[config.mk]
export PLATFORM = sky130hd
export DESIGN_NAME = sram_addr_ctr_flat
export DESIGN_NICKNAME = d
export VERILOG_FILES = /design/src/rtl/sram_addr_ctr_if.sv /design/src/rtl/sram_addr_ctr.sv /design/src/flat_wrapper.sv
export SDC_FILE = /design/constraint.sdc
export NUM_CORES = 1
export LEC_CHECK = 0
export CAP_MARGIN = 0
export CORE_ASPECT_RATIO = 1.2
export CORE_MARGIN = 5
export CORE_UTILIZATION = 45
export CTS_CLUSTER_DIAMETER = 50
export DETAILED_ROUTE_END_ITERATION = 8
export GPL_ROUTABILITY_DRIVEN = 0
export MAX_ROUTING_LAYER = met4
export PLACE_DENSITY_LB_ADDON = 0.3
export SLEW_MARGIN = 30
export SYNTH_ARGS = -nofsm -noshare
export SYNTH_HDL_FRONTEND = slang
export SYNTH_SLANG_ARGS = --single-unit
[constraint.sdc]
create_clock -name avr_clk -period 2.35 [get_ports avr_clk]
set_clock_uncertainty 0.15 [all_clocks]
set_input_delay 0.5875 -clock avr_clk [delete_from_list [all_inputs] [get_ports avr_clk]]
set_output_delay 0.5875 -clock avr_clk [all_outputs]
set_load 0.01 [all_outputs]
[src/rtl/sram_addr_ctr_if.sv]
// sram_addr_ctr_if: AVR-side address/strobe bundle for the SRAM address stage.
// Optional access_cnt member present when SRAM_ADDR_CTR_STATS_EN is defined.
interface sram_addr_ctr_if #(
    parameter int ADDR_W = 21
);
    logic [ADDR_W-1:0] sreg_addr;
    logic              sreg_en;
    logic              avr_oe;
    logic              avr_we;
    logic              inc_en;
    logic [ADDR_W-1:0] sram_addr;
    logic              addr_valid;
    logic              access_done;
    logic              wrap;
`ifdef SRAM_ADDR_CTR_STATS_EN
    logic [15:0]       access_cnt;
`endif

    modport master (
        output sreg_addr,
        output sreg_en,
        output avr_oe,
        output avr_we,
        output inc_en,
        input  sram_addr,
        input  addr_valid,
        input  access_done,
`ifdef SRAM_ADDR_CTR_STATS_EN
        input  access_cnt,
`endif
        input  wrap
    );

    modport slave (
        input  sreg_addr,
        input  sreg_en,
        input  avr_oe,
        input  avr_we,
        input  inc_en,
        output sram_addr,
        output addr_valid,
        output access_done,
`ifdef SRAM_ADDR_CTR_STATS_EN
        output access_cnt,
`endif
        output wrap
    );
endinterface

[src/rtl/sram_addr_ctr.sv]
// sram_addr_ctr: loads the shifted address, drives SRAM address, auto-increments.
// Define SRAM_ADDR_CTR_STATS_EN to add the saturating access_cnt output.
module sram_addr_ctr #(
    parameter int ADDR_W   = 21,
    parameter int INC_STEP = 1
) (
    input logic           avr_clk,
    input logic           avr_reset,
    sram_addr_ctr_if.slave bus
);

    localparam logic [1:0] IDLE   = 2'd0;
    localparam logic [1:0] ARMED  = 2'd1;
    localparam logic [1:0] ACCESS = 2'd2;

    localparam logic [ADDR_W:0] STEP = (ADDR_W+1)'(INC_STEP);

    logic [1:0]        state;
    logic [ADDR_W-1:0] addr_q;
    logic              done_q;
    logic              wrap_q;
    logic              sreg_en_d;
    logic              strobe_d;

    logic              strb;
    logic              load;
    logic              release_ev;
    logic              done_ev;
    logic [ADDR_W:0]   sum;

    // Exactly one strobe low is a real access; both low counts as none.
    assign strb = bus.avr_oe ^ bus.avr_we;

    // A new rising edge of sreg_en reloads from any state.
    assign load = bus.sreg_en && !sreg_en_d;

    // Strobe was active last cycle and has now gone away.
    assign release_ev = strobe_d && !strb;

    // Completed access: still armed, strobe released, no reload this cycle.
    assign done_ev = !load && (state == ACCESS) && bus.sreg_en && release_ev;

    assign sum = {1'b0, addr_q} + STEP;

    // Control FSM, address register and one-cycle status pulses.
    always_ff @(posedge avr_clk) begin
        if (avr_reset) begin
            state     <= IDLE;
            addr_q    <= '0;
            done_q    <= 1'b0;
            wrap_q    <= 1'b0;
            sreg_en_d <= 1'b0;
            strobe_d  <= 1'b0;
        end else begin
            sreg_en_d <= bus.sreg_en;
            strobe_d  <= strb;
            done_q    <= 1'b0;
            wrap_q    <= 1'b0;
            if (load) begin
                state  <= ARMED;
                addr_q <= bus.sreg_addr;
            end else begin
                case (state)
                    IDLE: begin
                        state <= IDLE;
                    end
                    ARMED: begin
                        if (!bus.sreg_en)
                            state <= IDLE;
                        else if (strb)
                            state <= ACCESS;
                    end
                    ACCESS: begin
                        if (!bus.sreg_en) begin
                            state <= IDLE;
                        end else if (release_ev) begin
                            state  <= ARMED;
                            done_q <= 1'b1;
                            if (bus.inc_en) begin
                                addr_q <= sum[ADDR_W-1:0];
                                wrap_q <= sum[ADDR_W];
                            end
                        end
                    end
                    default: begin
                        state <= IDLE;
                    end
                endcase
            end
        end
    end

`ifdef SRAM_ADDR_CTR_STATS_EN
    logic [15:0] cnt_q;

    // Count completed accesses since the last load, saturating at all-ones.
    always_ff @(posedge avr_clk) begin
        if (avr_reset || load)
            cnt_q <= '0;
        else if (done_ev && cnt_q != 16'hFFFF)
            cnt_q <= cnt_q + 16'd1;
    end

    assign bus.access_cnt = cnt_q;
`endif

    assign bus.sram_addr   = addr_q;
    assign bus.addr_valid  = (state != IDLE);
    assign bus.access_done = done_q;
    assign bus.wrap        = wrap_q;

endmodule
[src/flat_wrapper.sv]
// flat-port wrapper written by rule: the top's interface ports become plain ports
module sram_addr_ctr_flat 
#(
    parameter int ADDR_W   = 21,
    parameter int INC_STEP = 1
)
  (avr_clk, avr_reset, bus_sreg_addr, bus_sreg_en, bus_avr_oe, bus_avr_we, bus_inc_en, bus_sram_addr, bus_addr_valid, bus_access_done, bus_wrap);
  sram_addr_ctr_if #(.ADDR_W(ADDR_W)) bus_i ();
  input logic avr_clk;
  input logic avr_reset;
  input wire logic [$bits(bus_i.sreg_addr)-1:0] bus_sreg_addr;
  input wire logic [$bits(bus_i.sreg_en)-1:0] bus_sreg_en;
  input wire logic [$bits(bus_i.avr_oe)-1:0] bus_avr_oe;
  input wire logic [$bits(bus_i.avr_we)-1:0] bus_avr_we;
  input wire logic [$bits(bus_i.inc_en)-1:0] bus_inc_en;
  output wire logic [$bits(bus_i.sram_addr)-1:0] bus_sram_addr;
  output wire logic [$bits(bus_i.addr_valid)-1:0] bus_addr_valid;
  output wire logic [$bits(bus_i.access_done)-1:0] bus_access_done;
  output wire logic [$bits(bus_i.wrap)-1:0] bus_wrap;
  assign bus_i.sreg_addr = bus_sreg_addr;
  assign bus_i.sreg_en = bus_sreg_en;
  assign bus_i.avr_oe = bus_avr_oe;
  assign bus_i.avr_we = bus_avr_we;
  assign bus_i.inc_en = bus_inc_en;
  assign bus_sram_addr = bus_i.sram_addr;
  assign bus_addr_valid = bus_i.addr_valid;
  assign bus_access_done = bus_i.access_done;
  assign bus_wrap = bus_i.wrap;
  sram_addr_ctr #(.ADDR_W(ADDR_W), .INC_STEP(INC_STEP)) u_core (.avr_clk(avr_clk), .avr_reset(avr_reset), .bus(bus_i));
endmodule
Yosys cells after proc, flatten, opt, wreduce, memory -nomap -nowiden
Cells that the tools add are included.
- register bits: 27
- input bits: 27
- output and inout bits: 24
- $add $sub $neg: 1
- equality and inequality tests: 6
- mux-type cells: 12
- bitwise operators: 5
- reduce and logical (&&, ||, !) cells: 15
- operators with widths (kind ; count):
    $mux 21 ; 5
    $add 21x1->22 const B ; 1
    $reduce_bool 2->1 ; 5
    $mux 2 ; 4
    $ne 4x2->1 const B ; 2
    $ne 3x2->1 const B ; 2
    $reduce_or 6->1 ; 1
    $not 1->1 ; 4
    $pmux 2 s2 ; 1
    $reduce_and 2->1 ; 2
    $reduce_and 4->1 ; 1
    $reduce_or 4->1 ; 1
    $eq 2x1->1 const B ; 1
    $eq 2x2->1 const B ; 1
    $logic_and 1x1->1 ; 2
    $logic_not 1->1 ; 2
    $mux 1 ; 2
    $reduce_or 2->1 ; 1
    $xor 1x1->1 ; 1

Logic depth before layout (Yosys ltp)
- depth in word-level cells: 7
- mapped depth: 7
- depth with buffers taken out: 6

Worst setup path after synthesis
No wires, ideal clock.
- kind: input to register
- from: input bus_avr_we
- to: register u_core.addr_q[19] (netlist: u_core.bus.sram_addr[19])
- library setup time: 0.091 ns
- arrival: 1.881 ns
- slack: 0.228 ns
- stages on the path: 4
- cell sequence: xor2_1 or3_4 or4_1 a311oi_1
- longest elaborated chain between the ends: 5
- ends and longest elaborated chain (what ; line ; text):
    start: declaration ; flat_wrapper.sv:14 ; input wire logic [$bits(bus_i.avr_we)-1:0] bus_avr_we;
    $xor 1x1->1 ; sram_addr_ctr.sv:32 ; assign strb = bus.avr_oe ^ bus.avr_we;
    $logic_not 1->1 ; sram_addr_ctr.sv:38 ; assign release_ev = strobe_d && !strb;
    $logic_and 1x1->1 ; sram_addr_ctr.sv:38 ;
    $reduce_bool 2->1 (no source line) ; - ;
    $reduce_and 4->1 (no source line) ; - ;
    end signal: assignment ; sram_addr_ctr.sv:61 ; addr_q <= bus.sreg_addr;
    end signal: assignment ; sram_addr_ctr.sv:80 ; addr_q <= sum[ADDR_W-1:0];
    end: declaration ; sram_addr_ctr.sv:19 ; logic [ADDR_W-1:0] addr_q;
No other way between the ends.
A chain may end at the register's enable or synchronous reset.

Worst setup path in the final report
- from: register u_core.state[0]
- to: output bus_addr_valid
- longest elaborated chain between the ends: 1
- ends and longest elaborated chain (what ; line ; text):
    start: declaration ; sram_addr_ctr.sv:18 ; logic [1:0] state;
    start signal: assignment ; sram_addr_ctr.sv:48 ; state <= IDLE;
    start signal: assignment ; sram_addr_ctr.sv:60 ; state <= ARMED;
    start signal: assignment ; sram_addr_ctr.sv:65 ; state <= IDLE;
    $reduce_bool 2->1 ; sram_addr_ctr.sv:108 ; assign bus.addr_valid = (state != IDLE);
    end: declaration ; flat_wrapper.sv:17 ; output wire logic [$bits(bus_i.addr_valid)-1:0] bus_addr_valid;
No other way between the ends.

==> flow_summary.ini <==
[clock_network]
path_clk_slew_ps = 100
numClockSinks = 27
hold_buffers = 0
root_buffer = clkbuf_8
htree_levels = 1
clk_latency_ps = 270
cts_tree = built
cts_buffers = 3
clk_path_buf_depth = 2

[global_route]
track_usage_pct = 19.6
grt_pass1_vias = 1728
antenna_found_initial = 0
gr-total-overflow = 0
grt_pass1_wl_mm = 7.39
grt_max_degree = 23

[flow_run]
cap_violations = 0

[die]
die_h_um = 73.6
die_w_um = 63.0
die-area_um2 = 4640
rows = 23
core_area_um2 = 3310
start_util_pct = 45.9
ios = 51

[drt]
post-route-drc-count = 0
drt-initial-drc-count = 70
dr.pass1.iters = 4
drt-wirelength-per-cell_um = 15.8
detail-route-antenna-nets = 0
drt_wl_total_mm = 4.38
vias = 1656
viasPerCell = 5.98

[cells_and_area]
seq_area_um2 = 541
stdcell_count = 277
n_antenna_cell = 0
n_fill_cell = 273
design_area_um2 = 2270
post-route-util_pct = 68.5
layout_commonest_cell = clkdlybuf4s50_1
finalNetCount = 272
drive_gt1_share_pct = 14.6
final_cell_mix = clkdlybuf4s50_1 (46), dfxtp_1 (27), nor2_1 (21)
area_growth_syn_to_layout_pct = 49.2
multi_input_area_um2 = 928

[critical_path]
crit_arrival_ps = 1480
cp_slowest_stage_delay_ps = 520
crit_path_start_kind = flop
worstSetupPathType = flop to output pin
cp_cell_sequence = inv_1, ha_1, inv_1, clkdlybuf4s50_1
crit_fanout = 3
end_kind = output pin
required_ps = 1610
cp_slowest_cell = clkdlybuf4s50_1
crit_top_cell = inv_1

[sta]
period_minus_slack_ps = 2220
setup_slack_ps = 130
relSlewSlack_pct = 75.0
rsz0062_at_grt = false
hold_viol = 0
setup_viol = 0
worst_pin_slew_ps = 372
timing.final.crit_share_pct = 94.5
hold_slack_ps = 334
setup_tns_ps = 0
slew_viol_final = 0
max_freq_mhz = 450

[status]
outcome = finished clean

[synth]
yosys_warnings = 0
yosys.cell_types.count = 35
synth_seq_area_share_pct = 35.6
avgSynthCellArea_um2 = 8.53
syn-num-nets = 209
syn_area_um2 = 1520
ys_ff_latch = 27
synthCells = 178

[power_and_ir_drop]
power_frac_comb_pct = 22.8
power_switching_mw = 0.283
p_per_area_nw_per_um2 = 453
p_leak_nw = 0.834
ir_worst_vdd_v = 0.000257
p_clk_share_pct = 25.7
p_int_mw = 0.744
p_total_mw = 1.03
p_seq_share_pct = 51.5
swShare_pct = 27.5

[placed_design]
dp_slack_ps = -416
postPlaceCellArea_um2 = 2160
dp_cells = 271
dpl.hpwl_mm = 3.40
io_buffers = 50

[worst_hold_path]
worstHoldPathType = flop to flop
[sequential cells by signal, summed over array words and instances, names as in the netlist]
register / cells
u_core.bus.wrap: 1
u_core.bus.sram_addr: 21
u_core.strobe_d: 1
u_core.state: 2
u_core.bus.access_done: 1
u_core.sreg_en_d: 1
[metal layers]
| layer | global-route usage (%) | wire (µm) |
|---|---|---|
| met1 | 19.8 | 1730 |
| met3 | 3.98 | 172 |
| met5 | - | 0 |
| met2 | 36.7 | 2420 |
| met4 | 7.55 | 48 |
[cell families (layout without fill, tap and decap cells)]
kind of cell,count (synthesis),count (layout),share of synthesized area [%]
mux,2,2,1.32
fa+ha+maj,4,4,3.30
simple gates,80,80,30.4
compound gates,41,41,19.7
buf+inv,17,79,5.19
flops,27,27,35.6
xor+xnor,7,7,4.53
[cell usage after synthesis]
library cell  number  area [µm²]
a211oi_1           7        52.6
a21boi_0           1        7.51
a311oi_1          12         105
a31oi_1            3        18.8
and2_1             3        18.8
and3_1             2        12.5
and4_1             5        43.8
buf_2              3        15.0
buf_4              1        7.51
buf_6              1        11.3
clkbuf_1           8        30.0
dfxtp_1           27         541
ha_1               4        50.1
inv_1              4        15.0
mux2i_1            2        20.0
nand2_1            7        26.3
nand3_1            7        35.0
nand4_1            9        56.3
nand4_2            2        25.0
nor2_1            21        78.8
nor2b_1            2        12.5
nor3_1             2        10.0
nor4_1             3        18.8
o211ai_1           1        7.51
o21ai_0            8        40.0
o21bai_1           2        15.0
o31ai_1            7        52.6
or2b_1             1        7.51
or3_1              7        43.8
or3_4              1        11.3
or3b_2             1        8.76
or4_1              7        52.6
xnor2_1            1        8.76
xnor2_2            1        16.3
xor2_1             5        43.8
[timing repair]
action | in CTS | in global routing
pin swaps | 7 | 2
setup endpoints to repair | 7 | 10
hold endpoints to repair | 0 | 0
setup buffers | 2 | 0
gates resized for setup | 5 | 4
[critical path, delay by kind of cell, from the launching register on]
kind | cells | cell delay [ps]
buffers and inverters | 3 | 640
adder cells (fa/ha/maj) | 1 | 190
flip-flops | 1 | 370
[area by class of cell]
class                           count  area share [%]
Timing Repair Buffer               71            30.4
Clock inverter                      1           0.221
Tap cell                           37            2.04
Inverter                            4           0.663
Multi-Input combinational cell    134            41.0
Clock buffer                        3            1.82
Sequential cell                    27            23.9
[worst paths after layout]
| path | slack [ps] | endpoint | from | cells past startpoint |
|---|---|---|---|---|
| worst max register to register | 210 | u_core.bus.sram_addr[13] | u_core.state[0] | 7 |
| worst min register to register | 330 | u_core.state[1] | u_core.state[1] | 2 |
| worst max-delay path | 130 | bus_addr_valid | u_core.state[0] | 4 |
| worst min-delay path | 330 | u_core.state[1] | u_core.state[1] | 2 |
[power groups by stage]
stage                     combinational (mW)  sequential (mW)  clock (mW)
after floorplan                       0.0790            0.541           0
after global placement                 0.223            0.535           0
after detailed placement               0.230            0.538           0
after CTS                              0.234            0.528       0.269
after global routing                   0.252            0.535       0.286
final                                  0.234            0.529       0.264
(Power assumes the default switching activity.)
